[src/rtl/mem_arbiter.sv]
// rtl/mem_arbiter.sv - fetch/data arbiter onto one shared memory port
// Data wins ties until STARVE_LIMIT grants pass while a fetch waits; stuck accesses time out.
module mem_arbiter #(
   parameter int MAX_WAIT     = 16,
   parameter int STARVE_LIMIT = 4
) (
   input  logic        clk,
   input  logic        reset,
   input  logic        if_req,
   input  logic [31:0] if_addr,
   output logic [31:0] if_rdata,
   output logic        if_ready,
   input  logic        dm_req,
   input  logic        dm_we,
   input  logic [31:0] dm_addr,
   input  logic [31:0] dm_wdata,
   output logic [31:0] dm_rdata,
   output logic        dm_ready,
   output logic        mem_valid,
   output logic        mem_we,
   output logic [31:0] mem_addr,
   output logic [31:0] mem_wdata,
   input  logic        mem_ack,
   input  logic [31:0] mem_rdata,
   output logic        stall_if,
   output logic        stall_mem,
   output logic        err
);
   localparam int WW = $clog2(MAX_WAIT + 1);
   localparam int SW = $clog2(STARVE_LIMIT + 1);

   typedef enum logic [2:0] {IDLE, BUSY_I, BUSY_D, RESP_I, RESP_D} state_t;

   state_t        state;
   logic [WW-1:0] wait_cnt;
   logic [SW-1:0] starve_cnt;
   logic          starve_full;
   logic          timeout;

   assign starve_full = (starve_cnt == SW'(STARVE_LIMIT));
   // Last permitted unacknowledged cycle: leave BUSY on this edge.
   assign timeout     = !mem_ack && (wait_cnt == WW'(MAX_WAIT - 1));

   assign stall_if  = if_req & ~if_ready;
   assign stall_mem = dm_req & ~dm_ready;

   always_ff @(posedge clk) begin
      if (!reset) begin
         state      <= IDLE;
         wait_cnt   <= '0;
         starve_cnt <= '0;
         err        <= 1'b0;
         if_rdata   <= '0;
         dm_rdata   <= '0;
         if_ready   <= 1'b0;
         dm_ready   <= 1'b0;
         mem_valid  <= 1'b0;
         mem_we     <= 1'b0;
         mem_addr   <= '0;
         mem_wdata  <= '0;
      end else begin
         if_ready <= 1'b0;
         dm_ready <= 1'b0;
         case (state)
            IDLE: begin
               wait_cnt <= '0;
               if (dm_req && !starve_full) begin
                  state     <= BUSY_D;
                  mem_valid <= 1'b1;
                  mem_we    <= dm_we;
                  mem_addr  <= dm_addr;
                  mem_wdata <= dm_wdata;
                  if (if_req) starve_cnt <= starve_cnt + 1'b1;
               end else if (if_req) begin
                  state      <= BUSY_I;
                  mem_valid  <= 1'b1;
                  mem_we     <= 1'b0;
                  mem_addr   <= if_addr;
                  mem_wdata  <= '0;
                  starve_cnt <= '0;
               end
               if (!if_req) starve_cnt <= '0;
            end
            BUSY_I, BUSY_D: begin
               if (mem_ack || timeout) begin
                  mem_valid <= 1'b0;
                  if (!mem_ack) err <= 1'b1;
                  if (state == BUSY_I) begin
                     state    <= RESP_I;
                     if_ready <= 1'b1;
                     if_rdata <= mem_ack ? mem_rdata : 32'h0;
                  end else begin
                     state    <= RESP_D;
                     dm_ready <= 1'b1;
                     if (!mem_we) dm_rdata <= mem_ack ? mem_rdata : 32'h0;
                  end
               end else begin
                  wait_cnt <= wait_cnt + 1'b1;
               end
            end
            default: state <= IDLE;
         endcase
      end
   end
endmodule

[config.mk]
export PLATFORM = sky130hd
export DESIGN_NAME = mem_arbiter
export DESIGN_NICKNAME = d
export VERILOG_FILES = /design/src/rtl/mem_arbiter.sv
export SDC_FILE = /design/constraint.sdc
export NUM_CORES = 1
export LEC_CHECK = 0
export ABC_CLOCK_PERIOD_IN_PS = 2090
export BUFFER_PORTS_ARGS = -buffer_cell sky130_fd_sc_hd__buf_2
export CELL_PAD_IN_SITES_DETAIL_PLACEMENT = 1
export CELL_PAD_IN_SITES_GLOBAL_PLACEMENT = 1
export CORE_MARGIN = 5
export CORE_UTILIZATION = 34
export CTS_CLUSTER_DIAMETER = 100
export CTS_CLUSTER_SIZE = 24
export DETAILED_ROUTE_END_ITERATION = 8
export GPL_TIMING_DRIVEN = 0
export PLACE_DENSITY_LB_ADDON = 0.1
export SLEW_MARGIN = 20
export SYNTH_ARGS = -nofsm -noshare
export SYNTH_HDL_FRONTEND = slang
export SYNTH_SLANG_ARGS = --single-unit
[constraint.sdc]
create_clock -name clk -period 2.09 [get_ports clk]
set_input_delay 0 -clock clk [delete_from_list [all_inputs] [get_ports clk]]
set_output_delay 0 -clock clk [all_outputs]
set_load 0.02 [all_outputs]
Word-level counts from Yosys, hierarchy flattened. Cells that the tools add are included.

Output and inout port bits: 135. Register bits after elaboration: 144. RAM bits: 0. Input bits: 134. Logic and storage cells: 67. Bits in read-only memories: 0. Memories kept: 0. Bits in latches: 0.

Reductions and logical operators: 17. $lt $le $gt $ge: 0. Eq/ne operators: 7. Bitwise gates (word level): 7. Mux-type cells: 22. Div/mod/pow operators: 0. $add $sub $neg: 2. Multiply operators: 0. Shift operators: 0.

Operators with widths (number): $mux 32 (5); $mux 3 (6); $reduce_and 3->1 (4); $pmux 5 s2 (1); $mux 1 (7); $pmux 3 s2 (1); $reduce_and 2->1 (3); $add 5x1->5 const B (1); $eq 5x4->1 const B (1); $mux 5 (1); $not 1->1 (5); $ne 2x2->1 const B (2); $reduce_and 4->1 (1); $reduce_bool 2->1 (2); $add 3x1->3 const B (1); $eq 3x1->1 const B (1); $eq 3x2->1 const B (1); $eq 3x3->1 const B (1); $logic_not 3->1 (1); $ne 3x3->1 const B (1); $and 1x1->1 (2); $logic_and 1x1->1 (2); $logic_not 1->1 (2); $pmux 1 s2 (1); 2 further kinds (2).

Depth between registers and ports, before layout. Gate-level depths: netlist (run 1).

Depth in word-level cells: 5. Depth in mapped cells: 7. Gate-level depth less buffers: 6.

Worst setup path before layout (run 1). No wires, ideal clock.

Path kind: register -> register. Start point: register wait_cnt[0]. End point: register wait_cnt[0]. Data arrival time: 1.835 ns. Period minus slack after synthesis: 1.905 ns. Data required time: 2.020 ns. Setup slack: 0.185 ns. Buffers on the path: 1. Stages on the path, launching flop included: 8. Library setup time: 0.070 ns. Cells stage by stage: dfxtp_1 > ha_1 > and3_1 > ha_1 > or2_0 > clkbuf_1 > or4_1 > a21oi_1.

Word-level cells in the longest chain between the ends: 5. Elaborated cells on any way between the ends: 8. Those cells by class: add/sub: 1; eq/ne: 2; mux: 2; reduce/logical: 3.

RTL lines: start: declaration (RTL line 35) `logic [WW-1:0] wait_cnt;`; start signal: assignment (RTL line 98) `wait_cnt <= wait_cnt + 1'b1;`; parallel branches: the longest is 5 deep, another holds $add 5x1->5.

Parallel ways; which one is timed is not known. The select of a mux whose other input is x is not followed. A chain may end at the register's enable or synchronous reset.

Final worst setup path (run 1). Ends and elaborated chain as after synthesis.

==> results of run 1 <==
==> power groups by stage <==
stage               Combinational, W  Clock (W)  Sequential (W)
finish                       0.00186    0.00311         0.00305
detailed placement           0.00161          0         0.00310
floorplan                   0.000747          0         0.00332
global placement             0.00160          0         0.00310
global route                 0.00201    0.00330         0.00307
CTS                          0.00182    0.00318         0.00304
==> cells in the mapped netlist (2+ instances only) <==
cell       number  area [um^2]
o311ai_0        3         26.3
o211ai_1       33          248
dfxtp_1       144         2880
a21oi_1       103          515
ha_1            4         50.1
nor4_1          3         18.8
nor2b_1         2         12.5
a311oi_1       32          280
o2111ai_1       3         26.3
and3b_1         2         17.5
buf_6           2         22.5
nand3_1        67          335
nand2_1        70          263
nor2_1          4         15.0
clkbuf_1       68          255
nand4_1        34          213
buf_2          17         85.1
inv_1           7         26.3
buf_1           3         11.3
o21ai_0        62          310
a221oi_1        2         17.5
a211oi_1       33          248
or3_1           2         12.5
o21ai_1         4         20.0
==> final cells by class <==
cell class,count,area share (%)
antenna,2,0.0515
buffer,89,4.15
clock buffer,17,4.38
clock inverter,15,1.69
inverter,7,0.270
multi-input combinational,488,29.7
sequential,144,29.7
tap,229,2.95
timing repair buffer,397,27.1
==> worst max path at each step <==
stage	slack (ns)	cells after the start	from	end
final	0.10	6	wait_cnt[0]	wait_cnt[0]
after global routing	-0.02	7	starve_cnt[0]	mem_addr[30]
after CTS	0.002	7	wait_cnt[0]	dm_rdata[15]
after detailed placement	-0.31	7	starve_cnt[0]	mem_addr[25]
after global placement	-0.25	7	starve_cnt[0]	mem_addr[21]
after floorplan	0.18	7	wait_cnt[0]	wait_cnt[0]
==> registers in the layout (all words and copies together) (netlist names) <==
| register | cells |
|---|---|
| dm_rdata | 32 |
| dm_ready | 1 |
| err | 1 |
| if_rdata | 32 |
| if_ready | 1 |
| mem_addr | 32 |
| mem_valid | 1 |
| mem_wdata | 32 |
| mem_we | 1 |
| starve_cnt | 3 |
| state | 3 |
| wait_cnt | 5 |
==> cells by family (layout without fill, tap and decap cells) <==
group	count (synthesis)	after routing
DFF	144	144
buffers and inverters	97	525
other	0	2
xor gates and xnor gates	2	2
and+or+nand+nor	196	196
adders and majority gates	4	4
AOI/OAI and AO/OA	286	286
==> through the flow <==
step,setup WS [ns],instances,instance area [um^2]
2_1_floorplan,0.185,729,6130
3_3_place_gp,-0.247,1225,7750
3_5_place_dp,-0.306,1225,7750
4_1_cts,0.00176,1386,9670
5_1_grt,-0.0228,1388,9720
6_report,0.101,1388,9720
==> critical path, cell delays in order (launching register included) <==
cell and delay [ns]:
dfxtp_1 0.35, ha_1 0.24, and3_1 0.19, ha_2 0.23
or2_4 0.28, or4_1 0.48, a21oi_1 0.14
==> repair_timing <==
action,in CTS,in global routing
hold buffers,130,0
endpoints found under the hold margin,133,0
gates cloned,0,0
gates resized for setup,17,24
endpoints found under the setup margin,128,122
==> layer usage <==
metal | up-vias | part of all wire [%] | track usage [%]
met2 | 241 | 49 | 43.3
met4 | 0 | 2.9 | 10.0
met3 | 59 | 5.3 | 5.03
li1 | 3563 | - | -
met1 | 3610 | 43 | 32.4
met5 | - | 0 | 0
==> flow_summary.yaml, run 1 <==
clock_network:
  h-tree-depth: 4
  cts_buffers: 17
  post_cts_buffers: 0
  clk_latency_ns: 0.43
  clk_pin_slew_worst_paths_ns: 0.06
  cts_tree: "done"
  cts_buffer_depth: 2
  root_buffer: "clkbuf_16"
  cts.sinks: 144
drt:
  routed_via_density: 5.38
  first_pass_iters: 4
  drtAntennaViolNets: 0
  wl_per_cell_um: 19.7
  wl_um: 27400
  drtIter0Drc: 382
  vias: 7473
  drc: 0
power_and_ir_drop:
  swShare_pct: 33.5
  ir_worst_vdd_mv: 0.643
  p_per_area_mw_per_mm2: 826
  p_leak_nw: 4.11
  p_comb_share_pct: 23.2
  seqPwrFrac_pct: 38.0
  internal_power_w: 0.00534
  p_clk_share_pct: 38.8
  total_power_w: 0.00802
  p_sw_w: 0.00268
die:
  die_w_um: 144
  initial_utilization_pct: 34.3
  dieArea_mm2: 0.0208
  rows: 49
  die_h_um: 144
  ios: 269
  coreArea_mm2: 0.0178
logic_synthesis:
  synth_edf_count: 0
  synthArstFlopShare_pct: 0
  ys_seq_area_share_pct: 47.1
  yosys.area_share.simple_pct: 16.2
  syn_area_mm2: 0.00613
  ys_seq_elements: 144
  yosysUniqueCellTypes: 49
  synth_warnings: 0
  synth.avg_cell_area_um2: 8.40
  synth-compound-area-share_pct: 29.1
  synth_xor_xnor_area_share_pct: 0.286
  syn_nets: 867
  muxShareOfSynthArea_pct: 0
  synth_fa_ha_area_share_pct: 0.817
  syn-instance-count: 729
  synth_top_family_by_area: "compound AO/OA/AOI/OAI gates"
  synth_ff_type: "dfxtp_1"
sta:
  fmax_mhz: 503
  max_slew_margin_pct: 57.2
  period_share_pct: 95.2
  finalSetupViolations: 0
  fin_hold_ws_ns: 0.00650
  skew_ns: 0.0125
  period_needed_ns: 1.99
  fin_setup_tns_ns: 0
  tightest_slew_ns: 0.642
  slew_violations: 0
  hold_viol: 0
global_route:
  grt_pass1_vias: 7934
  overflow: 0
  antenna_found_initial: 2
  grt_first_pass_wirelength_um: 42300
  grt_max_degree: 17
  grt_util_all_layers_pct: 25.7
critical_path:
  required_ns: 2.44
  cp_data_arrival_time_ns: 2.34
  r2r-start: "wait_cnt[0]"
  r2r_slack_ns: 0.10
  crit_fanout: 7
  worst_setup_path_start_kind: "flip-flop"
  reg2regPathDepth: 6
  r2r-end: "wait_cnt[0]"
  worstSetupPathType: "reg -> reg"
  end_kind: "flip-flop"
status:
  outcome: "finished, final reports clean"
placement:
  io_buffers: 267
  hpwl_um: 18000
  place.gp.congestion: 0.783
finish:
  post-route-util_pct: 54.5
  final_common_cell: "buf_2"
  syn_to_final_growth_pct: 58.6
  fillers: 2143
  drive_gt1_share_pct: 29.9
  nets: 1282
  multi_input_area_mm2: 0.00289
  layout_common_cells: "285 x buf_2, 144 x dfxtp_1, 130 x dlygate4sd3_1"
  seq_area_mm2: 0.00288
min_path:
  hold_path_class: "in -> reg"
  hold_depth: 3
  hold_end: "wait_cnt[2]"
  min-delay-start: "reset"
job:
  maxCapViolCount: 0
Note: power is estimated with default switching activity, not from simulation.
==> run 2: changes to the inputs <==
--- a/config.mk
+++ b/config.mk
@@ -5,12 +5,14 @@
 export SDC_FILE = /design/constraint.sdc
 export NUM_CORES = 1
 export LEC_CHECK = 0
+export ABC_AREA = 1
 export ABC_CLOCK_PERIOD_IN_PS = 2090
 export BUFFER_PORTS_ARGS = -buffer_cell sky130_fd_sc_hd__buf_2
 export CELL_PAD_IN_SITES_DETAIL_PLACEMENT = 1
 export CELL_PAD_IN_SITES_GLOBAL_PLACEMENT = 1
+export CORE_ASPECT_RATIO = 0.9
 export CORE_MARGIN = 5
-export CORE_UTILIZATION = 34
+export CORE_UTILIZATION = 32
 export CTS_CLUSTER_DIAMETER = 100
 export CTS_CLUSTER_SIZE = 24
 export DETAILED_ROUTE_END_ITERATION = 8
==> run 2 against run 1 <==
Against the previous run:
- die area up 6.2%
- sequential power up 26%
- flip-flop and latch count unchanged
- clock power up 10%
- synthesized area up 0.35%
- non-clock buffer count down 33
==> flow_summary.yaml, run 2 <==
status:
  outcome: "finished, final reports clean"
logic_synthesis:
  syn_nets: 1046
  yosys.area.top_type: "dfxtp_1"
  synth_ff_type: "dfxtp_1"
  synthArstFlopShare_pct: 0
  syn_area_mm2: 0.00615
  synthMostInstantiatedCell: "nand2_1"
  synth_top_area_share_pct: 46.9
  ys_seq_elements: 144
  synth_warnings: 0
  synth.avg_cell_area_um2: 6.77
  synth.area.top_cells: "dfxtp_1 47%, nand2_1 20%, nor2_1 7.4%"
  syn-instance-count: 908
  synth_edf_count: 0
  yosysUniqueCellTypes: 24
  ys_seq_area_share_pct: 46.9
  synth_common_cells: "326 x nand2_1, 144 x dfxtp_1, 122 x nor2_1"
job:
  maxCapViolCount: 0
sta:
  hold_viol: 0
  period_needed_ns: 1.92
  finalSetupViolations: 0
  tightest_slew_ns: 0.664
  slew_violations: 0
  period_share_pct: 91.8
  skew_ns: 0.0142
  rsz0062_at_grt: "false"
  max_slew_margin_pct: 55.7
  fin_setup_tns_ns: 0
  fmax_mhz: 521
drt:
  drtAntennaViolNets: 0
  vias: 7221
  wl_per_cell_um: 16.1
  drc: 0
  first_pass_iters: 4
  drtIter0Drc: 243
  routed_via_density: 4.55
  wl_um: 25600
global_route:
  overflow: 0
  grt_max_degree: 17
  grt_util_all_layers_pct: 23.1
  grt_pass1_vias: 7686
  antenna_found_initial: 2
  grt_first_pass_wirelength_um: 40500
die:
  die_w_um: 156
  coreArea_mm2: 0.0190
  initial_utilization_pct: 32.3
  die_h_um: 141
  ios: 269
  dieArea_mm2: 0.0221
  rows: 48
critical_path:
  critPathBufInv: 2
  end_kind: "flip-flop"
  worst-path-stages: 10
  path_delay_family: "simple AND/OR/NAND/NOR gates"
  crit_path_cell_trace: "ha_1 > nand2_1 > nor2_1 > ha_1 > nor2_4 > nor2_4 > inv_2 > buf_2 > nand2_1 > a21oi_1"
  cpMaxStageDelayCell: "dfxtp_1"
  required_ns: 2.43
  crit_fanout: 10
  worst_setup_path_start_kind: "flip-flop"
  worstSetupPathType: "reg -> reg"
  cp_data_arrival_time_ns: 2.26
  reg2regPathDepth: 10
  cp_slowest_stage_delay_ns: 0.35
clock_network:
  clk_latency_ns: 0.43
  h-tree-depth: 4
  cts_buffers: 17
  post_cts_buffers: 0
  root_buffer: "clkbuf_16"
  cts_buffer_depth: 2
  cts_tree: "done"
  cts.sinks: 144
  clk_pin_slew_worst_paths_ns: 0.06
power_and_ir_drop:
  swShare_pct: 40.3
  p_comb_share_pct: 39.7
  ir_worst_vdd_mv: 0.710
  p_per_area_mw_per_mm2: 1230
  p_leak_nw: 4.97
  seqPwrFrac_pct: 31.9
  internal_power_w: 0.00716
  p_clk_share_pct: 28.5
  p_sw_w: 0.00484
finish:
  drive_gt1_share_pct: 26.0
  fillers: 2491
  post-route-cell-area_mm2: 0.00976
  layout_common_cells: "326 x nand2_1, 296 x buf_2, 144 x dfxtp_1"
  multi_input_area_mm2: 0.00271
  nets: 1461
  seq_area_mm2: 0.00288
  final_common_cell: "nand2_1"
  syn_to_final_growth_pct: 58.7
min_path:
  hold_path_class: "in -> reg"
  hold_depth: 3
placement:
  hpwl_um: 17200
  io_buffers: 266
  placed_cell_area_mm2: 0.00779
  place.gp.congestion: 0.789
run 2: worst min-delay path, cell delays in order:
cell and delay (ns):
clkbuf_1 0.21, nand2_1 0.14, a21oi_1 0.04
run 2: layout make-up:
class / instances / area share, %
Sequential cell: 144 / 29.5
Multi-Input combinational cell: 626 / 27.8
Timing Repair Buffer: 396 / 27.0
Clock buffer: 19 / 4.54
Tap cell: 250 / 3.21
Inverter: 81 / 3.12
Buffer: 57 / 2.65
Clock inverter: 13 / 2.13
Antenna cell: 2 / 0.0513
run 2: cells by family (layout without fill, tap and decap cells):
kind of cell | count (synthesis) | count (layout) | synth area share, %
AOI/OAI and AO/OA | 111 | 111 | 9.28
xor gates and xnor gates | 2 | 2 | 0.285
adders and majority gates | 4 | 4 | 0.814
buffers and inverters | 138 | 566 | 9.12
DFF | 144 | 144 | 46.9
other | 0 | 2 | 0
and+or+nand+nor | 509 | 509 | 33.6
run 2: worst paths after layout:
| check | startpoint | endpoint | slack [ns] |
|---|---|---|---|
| worst max-delay path | wait_cnt[0] | if_rdata[4] | 0.17 |
| worst min-delay path | reset | state[0] | 0.01 |
| worst max register to register | wait_cnt[0] | if_rdata[4] | 0.17 |
| worst min register to register | mem_wdata[16] | mem_wdata[16] | 0.46 |
run 2: repair_timing:
action / CTS / global route
endpoints found under the hold margin: 132 / 0
gates resized for setup: 1 / 1
endpoints found under the setup margin: 3 / 10
hold buffers: 130 / 0
run 2: stage by stage:
step	hold WS [ns]	utilization [%]	power, W	std cells	setup slack [ns]
6_report	0.0118	51.2	0.0120	1588	0.171
2_1_floorplan	0.115	-	0.00682	908	0.403
3_3_place_gp	0.256	40.9	0.00835	1424	0.0559
4_1_cts	0.0240	51.2	0.0121	1586	0.0926
3_5_place_dp	0.259	40.9	0.00844	1424	0.00951
5_1_grt	0.0556	51.2	0.0128	1588	0.000811
run 2: power groups by stage:
stage | logic (W) | registers [W] | clock network, W
2_1_floorplan | 0.00219 | 0.00463 | 0
3_3_place_gp | 0.00450 | 0.00385 | 0
3_5_place_dp | 0.00456 | 0.00388 | 0
4_1_cts | 0.00478 | 0.00383 | 0.00350
5_1_grt | 0.00531 | 0.00392 | 0.00360
6_report | 0.00476 | 0.00383 | 0.00342
run 2: metal layers:
metal	part of all wire, %	GRT usage [%]	wire, um
met1	42	27.5	10700
met2	49	40.0	12600
met3	6.4	6.59	1640
met4	2.5	7.76	643
met5	0	0	0
